<file path="config.mk">
export PLATFORM = sky130hd
export DESIGN_NAME = uart_rx_os16_flat
export DESIGN_NICKNAME = d
export VERILOG_FILES = /design/src/rtl/uart_pkg.sv /design/src/rtl/uart_rx_os16_if.sv /design/src/rtl/sync_ff.sv /design/src/rtl/uart_rx_os16.sv /design/src/flat_wrapper.sv
export SDC_FILE = /design/constraint.sdc
export NUM_CORES = 1
export LEC_CHECK = 0
export BUFFER_PORTS_ARGS = -buffer_cell sky130_fd_sc_hd__buf_2
export CAP_MARGIN = 20
export CORE_MARGIN = 2
export CORE_UTILIZATION = 55
export DETAILED_ROUTE_END_ITERATION = 12
export PLACE_DENSITY = 0.83
export SLEW_MARGIN = 10
export SYNTH_ARGS = -nofsm -noshare
export SYNTH_HDL_FRONTEND = slang
export SYNTH_SLANG_ARGS = --single-unit
</file>
<file path="constraint.sdc">
create_clock -name clk_50m -period 4.5 [get_ports clk_50m]
set_clock_uncertainty 0.2 [all_clocks]
set_input_delay 0.45 -clock clk_50m [delete_from_list [all_inputs] [get_ports clk_50m]]
set_output_delay 0.45 -clock clk_50m [all_outputs]
set_load 0.05 [all_outputs]
</file>
<file path="src/rtl/uart_pkg.sv">
// Definitions shared by the UART receive and transmit sides: FSM state encoding
// and default frame geometry.
package uart_pkg;

    localparam int unsigned DEF_DATA_BITS  = 8;
    localparam int unsigned DEF_OVERSAMPLE = 16;

    typedef enum logic [2:0] {
        IDLE   = 3'd0,
        START  = 3'd1,
        DATA   = 3'd2,
        PARITY = 3'd3,
        STOP   = 3'd4
    } uart_state_e;

endpackage

</file>
<file path="src/rtl/uart_rx_os16_if.sv">
// Byte-side ready/clear handshake of the 16x-oversampling UART receiver.
// Build option: UART_RX_PARITY_EN adds the parity_err flag.
interface uart_rx_os16_if
    import uart_pkg::*;
#(
    parameter int unsigned DATA_BITS = DEF_DATA_BITS
);

    logic [DATA_BITS-1:0] data;
    logic                 rdy;
    logic                 frame_err;
    logic                 overrun;
    logic                 rdy_clr;
`ifdef UART_RX_PARITY_EN
    logic                 parity_err;
`endif

    // master: the receiver that produces bytes; slave: the consumer of those bytes
    modport master (
        input  rdy_clr,
        output data, rdy, frame_err, overrun
`ifdef UART_RX_PARITY_EN
        , output parity_err
`endif
    );

    modport slave (
        output rdy_clr,
        input  data, rdy, frame_err, overrun
`ifdef UART_RX_PARITY_EN
        , input parity_err
`endif
    );

endinterface

</file>
<file path="src/rtl/sync_ff.sv">
// Multi-stage synchronizer for an asynchronous input; flops reset to 1 so that
// idle-high lines do not glitch low out of reset.
module sync_ff #(
    parameter int unsigned STAGES = 2
) (
    input  logic clk,
    input  logic rst_n,
    input  logic d,
    output logic q
);

    logic [STAGES-1:0] sync_q;

    always_ff @(posedge clk or negedge rst_n) begin
        if (!rst_n) begin
            sync_q <= '1;
        end else begin
            sync_q[0] <= d;
            for (int unsigned i = 1; i < STAGES; i++) begin
                sync_q[i] <= sync_q[i-1];
            end
        end
    end

    assign q = sync_q[STAGES-1];

endmodule

</file>
<file path="src/rtl/uart_rx_os16.sv">
// 16x-oversampling UART receiver: start-bit qualification, mid-bit data sampling,
// stop-bit check and a ready/clear byte handshake. Build option: UART_RX_PARITY_EN.
module uart_rx_os16
    import uart_pkg::*;
#(
    parameter int unsigned DATA_BITS   = DEF_DATA_BITS,
    parameter int unsigned OVERSAMPLE  = DEF_OVERSAMPLE,
`ifdef UART_RX_PARITY_EN
    parameter bit          PARITY_ODD  = 1'b0,
`endif
    parameter int unsigned SYNC_STAGES = 2
) (
    input  logic           clk_50m,
    input  logic           rst_n,
    input  logic           Rxclk_en,
    input  logic           rx,
    uart_rx_os16_if.master bus
);

    localparam int unsigned CNT_W = $clog2(OVERSAMPLE);
    localparam int unsigned BIT_W = (DATA_BITS > 1) ? $clog2(DATA_BITS) : 1;

    localparam logic [CNT_W-1:0] CNT_MID  = CNT_W'(OVERSAMPLE / 2 - 1);
    localparam logic [CNT_W-1:0] CNT_END  = CNT_W'(OVERSAMPLE - 1);
    localparam logic [BIT_W-1:0] BIT_LAST = BIT_W'(DATA_BITS - 1);

`ifdef UART_RX_PARITY_EN
    localparam uart_state_e AFTER_DATA = PARITY;
`else
    localparam uart_state_e AFTER_DATA = STOP;
`endif

    uart_state_e          state_q;
    logic [CNT_W-1:0]     cnt_q;
    logic [BIT_W-1:0]     bit_q;
    logic [DATA_BITS-1:0] shift_q;
    logic                 rxs;
`ifdef UART_RX_PARITY_EN
    logic                 par_q;
`endif

    sync_ff #(
        .STAGES (SYNC_STAGES)
    ) u_sync_rx (
        .clk   (clk_50m),
        .rst_n (rst_n),
        .d     (rx),
        .q     (rxs)
    );

    always_ff @(posedge clk_50m or negedge rst_n) begin
        if (!rst_n) begin
            state_q       <= IDLE;
            cnt_q         <= '0;
            bit_q         <= '0;
            shift_q       <= '0;
            bus.data      <= '0;
            bus.rdy       <= 1'b0;
            bus.frame_err <= 1'b0;
            bus.overrun   <= 1'b0;
`ifdef UART_RX_PARITY_EN
            par_q          <= 1'b0;
            bus.parity_err <= 1'b0;
`endif
        end else begin
            // Consumer clear acts every cycle; a completing byte below overrides it.
            if (bus.rdy_clr) begin
                bus.rdy     <= 1'b0;
                bus.overrun <= 1'b0;
            end

            if (Rxclk_en) begin
                case (state_q)
                    IDLE: begin
                        if (!rxs) begin
                            state_q <= START;
                            cnt_q   <= '0;
                        end
                    end
                    START: begin
                        if (cnt_q == CNT_MID) begin
                            if (rxs) begin
                                state_q <= IDLE;
                            end else begin
                                state_q <= DATA;
                                cnt_q   <= '0;
                                bit_q   <= '0;
                            end
                        end else begin
                            cnt_q <= cnt_q + CNT_W'(1);
                        end
                    end
                    DATA: begin
                        if (cnt_q == CNT_END) begin
                            shift_q <= {rxs, shift_q[DATA_BITS-1:1]};
                            cnt_q   <= '0;
                            bit_q   <= bit_q + BIT_W'(1);
                            if (bit_q == BIT_LAST) begin
                                state_q <= AFTER_DATA;
                            end
                        end else begin
                            cnt_q <= cnt_q + CNT_W'(1);
                        end
                    end
`ifdef UART_RX_PARITY_EN
                    PARITY: begin
                        if (cnt_q == CNT_END) begin
                            par_q   <= rxs;
                            cnt_q   <= '0;
                            state_q <= STOP;
                        end else begin
                            cnt_q <= cnt_q + CNT_W'(1);
                        end
                    end
`endif
                    STOP: begin
                        if (cnt_q == CNT_END) begin
                            cnt_q   <= '0;
                            state_q <= IDLE;
                            if (rxs) begin
                                bus.data      <= shift_q;
                                bus.rdy       <= 1'b1;
                                bus.frame_err <= 1'b0;
                                // A simultaneous clear means the old byte was consumed.
                                bus.overrun   <= bus.rdy & ~bus.rdy_clr;
`ifdef UART_RX_PARITY_EN
                                bus.parity_err <= ((^shift_q) ^ par_q) != PARITY_ODD;
`endif
                            end else begin
                                bus.frame_err <= 1'b1;
                            end
                        end else begin
                            cnt_q <= cnt_q + CNT_W'(1);
                        end
                    end
                    default: state_q <= IDLE;
                endcase
            end
        end
    end

endmodule
</file>
<file path="src/flat_wrapper.sv">
// flat-port wrapper written by rule: the top's interface ports become plain ports
module uart_rx_os16_flat import uart_pkg::*;
#(
    parameter int unsigned DATA_BITS   = DEF_DATA_BITS,
    parameter int unsigned OVERSAMPLE  = DEF_OVERSAMPLE,

    parameter int unsigned SYNC_STAGES = 2
)
  (clk_50m, rst_n, Rxclk_en, rx, bus_rdy_clr, bus_data, bus_rdy, bus_frame_err, bus_overrun);
  uart_rx_os16_if #(.DATA_BITS(DATA_BITS)) bus_i ();
  input  logic clk_50m;
  input  logic rst_n;
  input  logic Rxclk_en;
  input  logic rx;
  input wire logic [$bits(bus_i.rdy_clr)-1:0] bus_rdy_clr;
  output wire logic [$bits(bus_i.data)-1:0] bus_data;
  output wire logic [$bits(bus_i.rdy)-1:0] bus_rdy;
  output wire logic [$bits(bus_i.frame_err)-1:0] bus_frame_err;
  output wire logic [$bits(bus_i.overrun)-1:0] bus_overrun;
  assign bus_i.rdy_clr = bus_rdy_clr;
  assign bus_data = bus_i.data;
  assign bus_rdy = bus_i.rdy;
  assign bus_frame_err = bus_i.frame_err;
  assign bus_overrun = bus_i.overrun;
  uart_rx_os16 #(.DATA_BITS(DATA_BITS), .OVERSAMPLE(OVERSAMPLE), .SYNC_STAGES(SYNC_STAGES)) u_core (.clk_50m(clk_50m), .rst_n(rst_n), .Rxclk_en(Rxclk_en), .rx(rx), .bus(bus_i));
endmodule
</file>
==> impl.org <==
** Outcome
- The flow ran to the end, and the final reports show no timing, DRC or antenna violations.

** Timing
- Summed over all failing endpoints, the final setup total negative slack is 0 ps.
- Upper clock frequency limit :: between 400 and 500 MHz
- The final number of hold-violating endpoints is 0.
- Final-report setup violation count :: 0
- For the finished layout, the period the worst path requires is around 2400 ps.
- For the pin with the worst max-slew slack, the measured transition is between 600 and 700 ps.
- Unrepaired setup endpoints after global routing :: no
- Of the available clock period, the critical path in the final layout requires 0.530.
- Measured against its own limit, the worst slew margin works out to 0.555.
- The max-slew violation count is 0.
- Post-route worst setup slack :: approximately 2100 ps

** Clock tree
- The tree is rooted in a clkbuf_4.
- Clock tree from TritonCTS :: yes
- Clock latency of the later-clocked register in the worst-skew pair :: approximately 340 ps
- Number of sinks driven by the clock tree :: 31
- Number of buffers on the longest clock path :: 2
- TritonCTS buffer count :: 5
- H-tree levels :: 2
- Clock-pin slew was measured on the worst setup and hold paths at approximately 100 ps.
- Buffers inserted by post-CTS timing repair :: 0

** Worst setup path
- Ordered list of cells on the worst path :: ha_1 -> nand4_1 -> nor3_1 -> buf_4 -> mux2_2
- Buffering stage count on the worst path with inverters included :: 1
- Crit-path leading delay family :: simple AND/OR/NAND/NOR gates
- Tracing the worst setup path back leads to its startpoint at u_core.cnt_q[1]$_DFFE_PN0P_.
- STA classifies the critical path endpoint as a flip-flop.
- Along the worst path, the maximum fanout reaches 6.
- Number of cell instances on the worst register-to-register path :: 5
- Stages on worst setup path :: 5
- Required time worst endpoint :: 4530 ps
- Kind of critical path :: reg2reg
- Critical path's slowest cell :: nor3_1
- Source of the worst register-to-register timing path :: u_core.cnt_q[1]$_DFFE_PN0P_
- At the worst endpoint, the arrival time is roughly 2400 ps.
- For this run, the slowest stage of the critical path takes roughly 600 ps.
- The worst setup path is launched from a flip-flop.

** GRT
- The first global-routing pass estimated between 4 and 5 mm of wire.
- In the global route stage, overall resource usage came out at 0.183.
- Entering global routing, the biggest net connects 32 pins.
- Via count of the first global-routing pass :: just over 900
- After global routing the overflow that remains totals 0.
- Number of antenna violations at the first check in global routing :: 0

** Power and ir drop
- The share of total power dissipated in sequential elements is 0.483.
- The worst-case IR drop observed on VDD is ~350 uV.
- Pwr per Cell Area :: 466 nW/um2
- Leak Pwr :: ~0.86 nW
- Cell-internal power :: around 0.53 mW
- Share of power burned in combinational logic :: 0.220
- Total power :: approximately 0.77 mW
- Summed over all nets, the switching power comes to between 0.2 and 0.25 mW.
- Clock network power share :: 0.297
- Switching share of power :: 0.310

** Final layout
- Fraction of layout instances using a drive strength above 1 :: 0.341
- Once layout is complete, the utilization of the core stands at 0.659.
- ANT cells :: 0
- With fillers left out, the area of the finished cells amounts to 1650 um2.
- The filler cells instantiated in the layout total between 150 and 200.
- Area growth syn-to-layout :: 13.0%
- Count of nets after finishing :: between 100 and 150

** Route
- Vias :: between 900 and 1000
- In this run, the number of DRC markers left after iteration 0 of detailed routing was 16.
- Number of routed nets with antenna violations :: 0
- Detailed-route wire length :: 2.47 mm
- In the routed design, unresolved DRC markers number 0.
- Average wire length per cell after detail routing :: about 15 um
- First-pass iteration count of the detailed router :: 4
- Ratio of routed vias to standard cells :: approximately 6.0

** Min path
- The tightest min-delay check is of the in2reg type.
- Startpoint of the worst hold path :: bus_rdy_clr
- Instance count along the most critical hold path :: 2

** Yosys
- For this run, the leading register cell type out of synthesis is dfrtp_1.
- Of the total synthesized cell area, the portion taken by AND, OR, NAND and NOR gates is 0.108.
- After synthesis, the largest family of logic cells by area is multiplexers.
- Yosys printed 0 warnings.
- Synthesis-stage register bit count :: 31
- Most instantiated library cell after synthesis :: dfrtp_1
- Portion of the post-synthesis area used by sequential elements :: 0.534
- The area fraction in compound gates after synthesis is 0.114.
- Of the total synthesized cell area, the portion taken by full adders, half adders and majority gates is 0.0258.
- Of the total synthesized cell area, the portion taken by XOR and XNOR cells is 0.0120.
- Number of nets produced by synthesis :: between 100 and 150
- After synthesis, the share of cell area in mux cells is 0.173.
- Synthesis handed over a netlist of between 100 and 150 instances.
- The cell area that synthesis handed to floorplanning was 1460 um2.
- EDFF count, synth :: 0
- Of the post-synthesis cell area, the dominant cell type holds 0.498.
- Per-instance average area after synthesis :: ~13 um2
- The synthesized netlist contains roughly 40 unique library cells.
- Most instantiated cells after synthesis :: 29 x dfrtp_1, 10 x mux2_2, 8 x mux2_4
- Of all flip-flops after synthesis, the portion carrying an async set or reset was 1.00.
- Area leader, netlist :: dfrtp_1
- By area the synthesized netlist is led by dfrtp_1 50%, mux2_4 8.2%, mux2_2 7.7%.

** Floorplan
- The floorplan step set the die height to around 55 um.
- Core Rows :: 18
- Overall die area :: between 3000 and 4000 um2
- Pin placement for this block handled 16 I/O pins.
- Core ar. :: 2500 um2
- From left edge to right edge, the die measures 55.5 um.
- The initial utilization of the core area, before any placement, comes to 0.583.

** Placement
- Routability cong. :: 0.900
- Once detailed placement completed, the half-perimeter wirelength came to approximately 1.7 mm.
- Post-detailed-placement cell area :: about 1500 um2
- Worst-case setup slack after placement :: 2100 ps
- During placement, the flow inserted port buffers numbering 15.

** Run
- Maximum capacitance violations :: 0
==> sequential cells by signal, indices dropped and copies added, names as in the netlist <==
register                 flops
u_core.bus.data              8
u_core.shift_q               8
u_core.cnt_q                 4
u_core.bit_q                 3
u_core.state_q               3
u_core.u_sync_rx.sync_q      2
u_core.bus.frame_err         1
u_core.bus.overrun           1
u_core.bus.rdy               1
==> cell families after synthesis <==
logic type,after synthesis
buf+inv,9
fa+ha+maj,3
simple gates,27
mux,20
compound gates,23
flops,31
xor+xnor,2
==> worst paths after layout <==
check / to / slack, ps
worst max register to register: u_core.shift_q[6]$_DFFE_PN0P_ / 2110
worst min-delay path: u_core.bus.overrun$_DFF_PN0_ / 60
worst min register to register: u_core.u_sync_rx.sync_q[1]$_DFF_PN1_ / 160
worst max-delay path: u_core.shift_q[6]$_DFFE_PN0P_ / 2110
max in group asynchronous: u_core.cnt_q[0]$_DFFE_PN0P_ / 3230
min in group asynchronous: u_core.bus.frame_err$_DFFE_PN0P_ / 460
==> stage by stage <==
step	std cells	hold WS (ps)
6_report	165	63.4
5_1_grt	165	63.5
4_1_cts	165	53.5
3_5_place_dp	155	147
3_3_place_gp	154	146
2_1_floorplan	115	-45.6
==> metal layers <==
metal	up-vias	share of wire	GRT usage
met3	7	0.061	0.0703
met4	0	0.022	0.0906
met5	-	0	0
met1	489	0.45	0.229
li1	459	-	-
met2	32	0.47	0.276
==> layout make-up <==
type / count / area, um2 / share of cell area
Inverter: 3 / 11.3 / 0.00683
Sequential cell: 31 / 778 / 0.472
Timing Repair Buffer: 18 / 103 / 0.0623
Clock inverter: 2 / 35.0 / 0.0213
Tap cell: 30 / 37.5 / 0.0228
Clock buffer: 6 / 51.3 / 0.0311
Multi-Input combinational cell: 75 / 632 / 0.383
==> cell usage in the layout, fill, tap and decap left out, types with 3 or more instances in the layout <==
cell,Yosys,routed
nor2_1,3,3
ha_1,3,3
mux2_2,10,10
clkbuf_4,0,5
and3_1,3,3
o21ai_0,7,7
buf_2,2,15
nand2_1,4,4
mux2_4,8,8
a22o_1,4,4
dfrtp_1,29,29
or3_1,4,4
inv_1,3,3
==> what timing repair did <==
action / 4_1_cts / 5_1_grt
hold endpoints to repair: 30 / 0
gates resized for setup: 0 / 0
hold buffers: 2 / 0
endpoints found under the setup margin: 0 / 0
==> power by group through the flow <==
stage / combinational (mW) / clock (mW) / sequential (mW)
after floorplan: 0.164 / 0 / 0.342
after global placement: 0.160 / 0 / 0.370
after detailed placement: 0.168 / 0 / 0.375
after CTS: 0.170 / 0.233 / 0.369
after global routing: 0.190 / 0.246 / 0.378
final: 0.169 / 0.228 / 0.371
Power figures use the tool's default switching activity.
